**src/rtl/axi4_lite_slave_regs.sv**
```systemverilog
// AXI4-Lite responder in front of a NUM_REGS x DATA_WIDTH register file.
// Latency: the last AW/W handshake at cycle N commits the write and raises BVALID at N+1.
//          An AR handshake at N raises RVALID at N+1.
// Backpressure: B and R beats are held with stable payload until BREADY/RREADY.
//               AWREADY/WREADY/ARREADY stay low while a response is outstanding.
//
// Ports
//   ACLK, ARESETN          clock (posedge) and synchronous active-low reset
//   S_AW*                  write address channel (AWADDR, AWVALID, AWREADY)
//   S_W*                   write data channel (WDATA, WSTRB, WVALID, WREADY)
//   S_B*                   write response channel (BRESP, BVALID, BREADY)
//   S_AR*                  read address channel (ARADDR, ARVALID, ARREADY)
//   S_R*                   read data channel (RDATA, RRESP, RVALID, RREADY)
//
// Address decode: idx = addr[ADDR_LSB +: clog2(NUM_REGS)+1].
// The low ADDR_LSB bits are ignored. An access is out of range, and answered with
// SLVERR, if any bit above the idx field is set or if idx >= NUM_REGS.

module axi4_lite_slave_regs #(
  parameter int ADDR_WIDTH = 32,
  parameter int DATA_WIDTH = 32,
  parameter int NUM_REGS   = 16
) (
  input  logic                    ACLK,
  input  logic                    ARESETN,
  // write address
  input  logic [ADDR_WIDTH-1:0]   S_AWADDR,
  input  logic                    S_AWVALID,
  output logic                    S_AWREADY,
  // write data
  input  logic [DATA_WIDTH-1:0]   S_WDATA,
  input  logic [DATA_WIDTH/8-1:0] S_WSTRB,
  input  logic                    S_WVALID,
  output logic                    S_WREADY,
  // write response
  output logic [1:0]              S_BRESP,
  output logic                    S_BVALID,
  input  logic                    S_BREADY,
  // read address
  input  logic [ADDR_WIDTH-1:0]   S_ARADDR,
  input  logic                    S_ARVALID,
  output logic                    S_ARREADY,
  // read data
  output logic [DATA_WIDTH-1:0]   S_RDATA,
  output logic [1:0]              S_RRESP,
  output logic                    S_RVALID,
  input  logic                    S_RREADY
);

  localparam int STRB_W   = DATA_WIDTH / 8;
  localparam int ADDR_LSB = $clog2(STRB_W);
  localparam int IW       = $clog2(NUM_REGS);
  localparam int IDX_W    = IW + 1;
  localparam logic [IDX_W-1:0] NREG = IDX_W'(NUM_REGS);

  localparam logic [1:0] RESP_OKAY   = 2'b00;
  localparam logic [1:0] RESP_SLVERR = 2'b10;

  // ---------------------------------------------------------------------------
  // Address decode helpers
  // ---------------------------------------------------------------------------
  function automatic logic in_range(input logic [ADDR_WIDTH-1:0] a);
    logic [IDX_W-1:0]      idx;
    logic [ADDR_WIDTH-1:0] hi;
    idx = a[ADDR_LSB +: IDX_W];
    hi  = a >> (ADDR_LSB + IDX_W);
    return (hi == '0) && (idx < NREG);
  endfunction

  function automatic logic [IW-1:0] reg_sel(input logic [ADDR_WIDTH-1:0] a);
    return a[ADDR_LSB +: IW];
  endfunction

  // ---------------------------------------------------------------------------
  // Reset recovery: keeps every READY low for the cycle after a reset edge, so
  // all outputs read zero then even though the FSMs are already idle.
  // ---------------------------------------------------------------------------
  logic run_q;

  always_ff @(posedge ACLK) begin
    if (!ARESETN) run_q <= 1'b0;
    else          run_q <= 1'b1;
  end

  // ---------------------------------------------------------------------------
  // Register file
  // ---------------------------------------------------------------------------
  logic [DATA_WIDTH-1:0] regs_q [NUM_REGS];

  // ---------------------------------------------------------------------------
  // Write channel
  // ---------------------------------------------------------------------------
  typedef enum logic {W_IDLE = 1'b0, W_RESP = 1'b1} w_state_t;

  w_state_t              w_state_q, w_state_d;
  logic                  aw_held_q, w_held_q;
  logic [ADDR_WIDTH-1:0] awaddr_q;
  logic [DATA_WIDTH-1:0] wdata_q;
  logic [STRB_W-1:0]     wstrb_q;
  logic [1:0]            bresp_q;

  logic                  aw_hs, w_hs, aw_ok, w_ok, commit;
  logic [ADDR_WIDTH-1:0] wr_addr;
  logic [DATA_WIDTH-1:0] wr_data;
  logic [STRB_W-1:0]     wr_strb;
  logic                  wr_in_range;
  logic [IW-1:0]         wr_sel;

  assign aw_hs = S_AWVALID && S_AWREADY;
  assign w_hs  = S_WVALID && S_WREADY;
  assign aw_ok = aw_held_q || aw_hs;
  assign w_ok  = w_held_q || w_hs;

  // The write commits on the edge that completes the pair, whether the second
  // half arrives live or both were captured earlier. Live channel values are
  // used for whichever half has not been captured yet.
  assign commit  = (w_state_q == W_IDLE) && aw_ok && w_ok;
  assign wr_addr = aw_held_q ? awaddr_q : S_AWADDR;
  assign wr_data = w_held_q ? wdata_q : S_WDATA;
  assign wr_strb = w_held_q ? wstrb_q : S_WSTRB;
  assign wr_in_range = in_range(wr_addr);
  assign wr_sel      = reg_sel(wr_addr);

  // State register
  always_ff @(posedge ACLK) begin
    if (!ARESETN) w_state_q <= W_IDLE;
    else          w_state_q <= w_state_d;
  end

  // Next-state logic
  always_comb begin
    w_state_d = w_state_q;
    case (w_state_q)
      W_IDLE:  if (commit)   w_state_d = W_RESP;
      W_RESP:  if (S_BREADY) w_state_d = W_IDLE;
      default: w_state_d = W_IDLE;
    endcase
  end

  // Outputs
  always_comb begin
    S_AWREADY = run_q && (w_state_q == W_IDLE) && !aw_held_q;
    S_WREADY  = run_q && (w_state_q == W_IDLE) && !w_held_q;
    S_BVALID  = (w_state_q == W_RESP);
    S_BRESP   = (w_state_q == W_RESP) ? bresp_q : RESP_OKAY;
  end

  // Capture of a half-transaction that arrives ahead of its partner. The held
  // flags clear on commit; READYs are masked by the state in W_RESP anyway.
  always_ff @(posedge ACLK) begin
    if (!ARESETN) begin
      aw_held_q <= 1'b0;
      w_held_q  <= 1'b0;
      awaddr_q  <= '0;
      wdata_q   <= '0;
      wstrb_q   <= '0;
      bresp_q   <= RESP_OKAY;
    end else if (commit) begin
      aw_held_q <= 1'b0;
      w_held_q  <= 1'b0;
      bresp_q   <= wr_in_range ? RESP_OKAY : RESP_SLVERR;
    end else begin
      if (aw_hs) begin
        aw_held_q <= 1'b1;
        awaddr_q  <= S_AWADDR;
      end
      if (w_hs) begin
        w_held_q <= 1'b1;
        wdata_q  <= S_WDATA;
        wstrb_q  <= S_WSTRB;
      end
    end
  end

  // Byte-enabled register update
  always_ff @(posedge ACLK) begin
    if (!ARESETN) begin
      for (int i = 0; i < NUM_REGS; i++) regs_q[i] <= '0;
    end else if (commit && wr_in_range) begin
      for (int b = 0; b < STRB_W; b++) begin
        if (wr_strb[b]) regs_q[wr_sel][8*b +: 8] <= wr_data[8*b +: 8];
      end
    end
  end

  // ---------------------------------------------------------------------------
  // Read channel
  // ---------------------------------------------------------------------------
  typedef enum logic {R_IDLE = 1'b0, R_DATA = 1'b1} r_state_t;

  r_state_t              r_state_q, r_state_d;
  logic [DATA_WIDTH-1:0] rdata_q;
  logic [1:0]            rresp_q;
  logic                  ar_hs, rd_in_range;
  logic [IW-1:0]         rd_sel;

  assign ar_hs       = S_ARVALID && S_ARREADY;
  assign rd_in_range = in_range(S_ARADDR);
  assign rd_sel      = reg_sel(S_ARADDR);

  // State register
  always_ff @(posedge ACLK) begin
    if (!ARESETN) r_state_q <= R_IDLE;
    else          r_state_q <= r_state_d;
  end

  // Next-state logic
  always_comb begin
    r_state_d = r_state_q;
    case (r_state_q)
      R_IDLE:  if (ar_hs)    r_state_d = R_DATA;
      R_DATA:  if (S_RREADY) r_state_d = R_IDLE;
      default: r_state_d = R_IDLE;
    endcase
  end

  // Outputs
  always_comb begin
    S_ARREADY = run_q && (r_state_q == R_IDLE);
    S_RVALID  = (r_state_q == R_DATA);
    S_RDATA   = (r_state_q == R_DATA) ? rdata_q : '0;
    S_RRESP   = (r_state_q == R_DATA) ? rresp_q : RESP_OKAY;
  end

  // Read data is sampled from the register file on the AR handshake edge, so
  // a write committing on that same edge is not yet visible (old value).
  always_ff @(posedge ACLK) begin
    if (!ARESETN) begin
      rdata_q <= '0;
      rresp_q <= RESP_OKAY;
    end else if (ar_hs) begin
      rdata_q <= rd_in_range ? regs_q[rd_sel] : '0;
      rresp_q <= rd_in_range ? RESP_OKAY : RESP_SLVERR;
    end
  end

endmodule

```
**config.mk**
```make
export PLATFORM = sky130hd
export DESIGN_NAME = axi4_lite_slave_regs
export DESIGN_NICKNAME = d
export VERILOG_FILES = /design/src/rtl/axi4_lite_slave_regs.sv
export SDC_FILE = /design/constraint.sdc
export NUM_CORES = 1
export LEC_CHECK = 0
export ABC_AREA = 1
export CELL_PAD_IN_SITES_DETAIL_PLACEMENT = 2
export CELL_PAD_IN_SITES_GLOBAL_PLACEMENT = 2
export CORE_AREA = 5 5 236 330
export CTS_CLUSTER_SIZE = 30
export DETAILED_ROUTE_END_ITERATION = 10
export DIE_AREA = 0 0 241 335
export GPL_TIMING_DRIVEN = 0
export PLACE_DENSITY_LB_ADDON = 0.1
export SETUP_SLACK_MARGIN = 0.15
export SLEW_MARGIN = 10
export SYNTH_ARGS = -nofsm -noshare
export SYNTH_HDL_FRONTEND = slang
export SYNTH_SLANG_ARGS = --single-unit
```
**constraint.sdc**
```tcl
create_clock -name ACLK -period 3 [get_ports ACLK]
set_input_delay 0.6 -clock ACLK [delete_from_list [all_inputs] [get_ports ACLK]]
set_output_delay 0.6 -clock ACLK [all_outputs]
set_load 0.05 [all_outputs]
```
==> key figures <==
Route
  – Routed via count: 23400
  – Drt total wl: 117000 um
  – TritonRoute pass-1 iters: 5
  – Routed Antenna Nets: 0
  – DR vias/cell: about 5.5
  – Initial DRC Count: 1376
  – DRC viols: 0
  – Avg WL per Cell: 27.6 um

Placed design
  – Area after DPL: 31400 um^2
  – Port bufs: ~140
  – HPWL Detailed: slightly below 90000 um
  – Last weighted congestion value of the routability-driven placer: 0.875

Yosys
  – Seq/Total Area, Yosys: 60.7%
  – Avg Cell Area, Syn: around 9.5 um^2
  – Synth Flop Type: edfxtp_1
  – Synth top area share: 53.4%
  – EDFF count, synth: 512
  – #FFs+latches synth: 617
  – Mapped Area: 28800 um^2
  – Synth warnings: 0
  – Most common cell in the netlist: nand2_1
  – Synthesized instance count: roughly 3000
  – Post-synth cell types: 32
  – Cell taking the most area after synthesis: edfxtp_1
  – Post-synth ARST share: 0%
  – Synth area leaders: edfxtp_1 53%, nand2_1 9.2%, nor2_1 8.6%
  – Post-synth top cells: 702 x nand2_1, 661 x nor2_1, 512 x edfxtp_1

Floorplan
  – Initial Util: 38.5%
  – Die Width: 241 um
  – Core footprint: 74700 um^2
  – # rows: 119
  – Die Area: roughly 81000 um^2
  – Die Ht: 335 um
  – Top-Level Pins: 148

Finish
  – Share of cells above drive strength 1: 11.1%
  – N_diodes: 0
  – Number of fill cells: 8024
  – Final net count: 3324
  – Area delta synth->final: 16.8%
  – Util after Layout: 44.9%
  – Finished Cell Area: 33600 um^2

STA
  – Slew @ Worst Pin: 1.19 ns
  – F_max: 342 MHz
  – Final period util: 97.5%
  – Unrepaired setup endpoints after global routing: true
  – Final number of setup-violating endpoints: 0
  – Max-slew headroom: between 15 and 20%
  – Min Tclk post-route: 2.92 ns
  – Hold Fails Final Rpt: 0
  – Fin. max-slew vios: 0
  – Clock skew: just over 0.03 ns

GRT
  – GRT overflow: 0
  – Vias in the first global route: 26400
  – GRT Util Overall: 28.7%
  – Pin count of the biggest net entering global routing: 17
  – First-pass GRT wire length: between 150000 and 200000 um
  – Initial antenna violation count: 2

CTS
  – CTS sink count: 617
  – Clock Path Buffers: 3
  – Number of buffers created by CTS: between 60 and 70
  – CTS clk-pin slew, worst paths: 0.06 ns
  – Cts hold-fix bufs: 0
  – CTS H-tree depth: 2
  – Root cell of the clock tree: clkbuf_16
  – CTS tree: yes
  – Clock latency on the worst-skew pair: 0.68 ns

Critical path
  – Worst path cell trace: buf_2 -> buf_2 -> mux2i_2 -> clkbuf_1 -> nor2_1
  – Critical Path Fanout Max: 10
  – Worst Setup Path Type: reg -> reg
  – Worst path max stage delay: ~0.7 ns
  – Buf/Inv on CP: 3
  – Worst setup SP type: register
  – WP data arrival: roughly 3.3 ns
  – Most used cell, CP: buf_2
  – Slowest-stage cell, CP: mux2i_2
  – Top delay family on crit path: buffers and inverters
  – Critical path endpoint category: register
  – Worst EP required: 3.38 ns

Pwr
  – Internal: about 14 mW
  – Power per cell area: 589 nW/um^2
  – Clk pwr share: about two fifths
  – VDD IR-drop max: slightly above 0.0005 V
  – Leak: ~13 nW
  – Sw frac: 27.1%
  – Sequential power share: approximately half
  – Switching power: 5.36 mW
  – Comb power frac: 11.4%

Worst hold path
  – Worst min-delay path class: reg -> reg

Status
  – Status: finished, final reports clean

Job
  – Max-cap violations: 0
[registers in the layout, summed over array words and instances, names as in the netlist]
name / flops
S_BVALID: 1
S_RVALID: 1
aw_held_q: 1
awaddr_q: 30
bresp_q: 1
rdata_q: 32
regs_q: 512
rresp_q: 1
run_q: 1
w_held_q: 1
wdata_q: 32
wstrb_q: 4
[what timing repair did]
item                       4_1_cts  5_1_grt
cloned                           0        0
pin swaps                        1        0
buffers inserted                 1        0
setup endpoints to repair      464      365
gates resized for setup        123       67
[worst min-delay path: stages, from the launching register on]
cell	delay (ns)
dfxtp_1	0.30
inv_1	0.06
a21oi_1	0.06
[worst paths after layout]
kind	start	to	slack (ns)	depth (start not counted)
min reg2reg	awaddr_q[28]	awaddr_q[28]	0.46	2
max reg2reg	w_held_q	regs_q[3][28]	0.08	5
max	w_held_q	regs_q[3][28]	0.08	5
min	awaddr_q[28]	awaddr_q[28]	0.46	2
[per-layer routing]
| metal | track usage, % | wire [um] | share of wire, % |
|---|---|---|---|
| met4 | 11.1 | 5440 | 4.7 |
| met3 | 4.01 | 5410 | 4.6 |
| met5 | 0 | 0 | 0 |
| met2 | 54.4 | 62700 | 54 |
| met1 | 32.2 | 43400 | 37 |
[kinds of logic after synthesis]
logic type / count (synthesis) / share of synthesized area [%]
compound gates: 113 / 1.97
flops: 617 / 60.7
simple gates: 1977 / 32.0
mux: 32 / 1.11
buf+inv: 273 / 4.21
other cells: 1 / 0.0130
[stage by stage]
stage               hold slack, ns  std cells  total power, mW  TNS, ns  setup WS (ns)
global route                 0.490       4231             20.4        0         0.0217
CTS                          0.466       4231             19.8    -1.70         -0.114
global placement             0.443       4121             11.9  -367.33          -1.27
finish                       0.461       4231             19.8        0         0.0760
detailed placement           0.456       4121             12.0  -267.65          -1.02
floorplan                    0.429       3014             11.0        0          0.277
[cell type report]
cell class	count	area (um^2)	share of cell area, %
Multi-Input combinational cell	2124	10300	30.8
Inverter	72	270	0.804
Clock buffer	74	1580	4.69
Timing Repair Buffer	140	1390	4.13
Buffer	201	972	2.89
Tap cell	968	1210	3.60
Clock inverter	35	369	1.10
Sequential cell	617	17500	52.0
[power by group through the flow]
stage	registers (mW)	clock network [mW]	logic, mW
2_1_floorplan	9.81	0	1.18
6_report	9.68	7.85	2.25
3_5_place_dp	9.86	0	2.18
3_3_place_gp	9.83	0	2.09
4_1_cts	9.68	7.93	2.22
5_1_grt	9.70	8.29	2.38
[placed cells by master, fill, tap and decap left out, types with 28 or more instances in the layout]
cell type and n:
clkbuf_1 134, buf_2 28, inv_1 60, nand2_1 676, clkdlybuf4s50_1 103, dfxtp_1 105, a21oi_1 39, nor2_1 659
o21ai_0 68, nor2_2 40, nand3_1 486, edfxtp_1 512, clkbuf_16 61, nand4_4 51
Power figures use the tool's default switching activity.
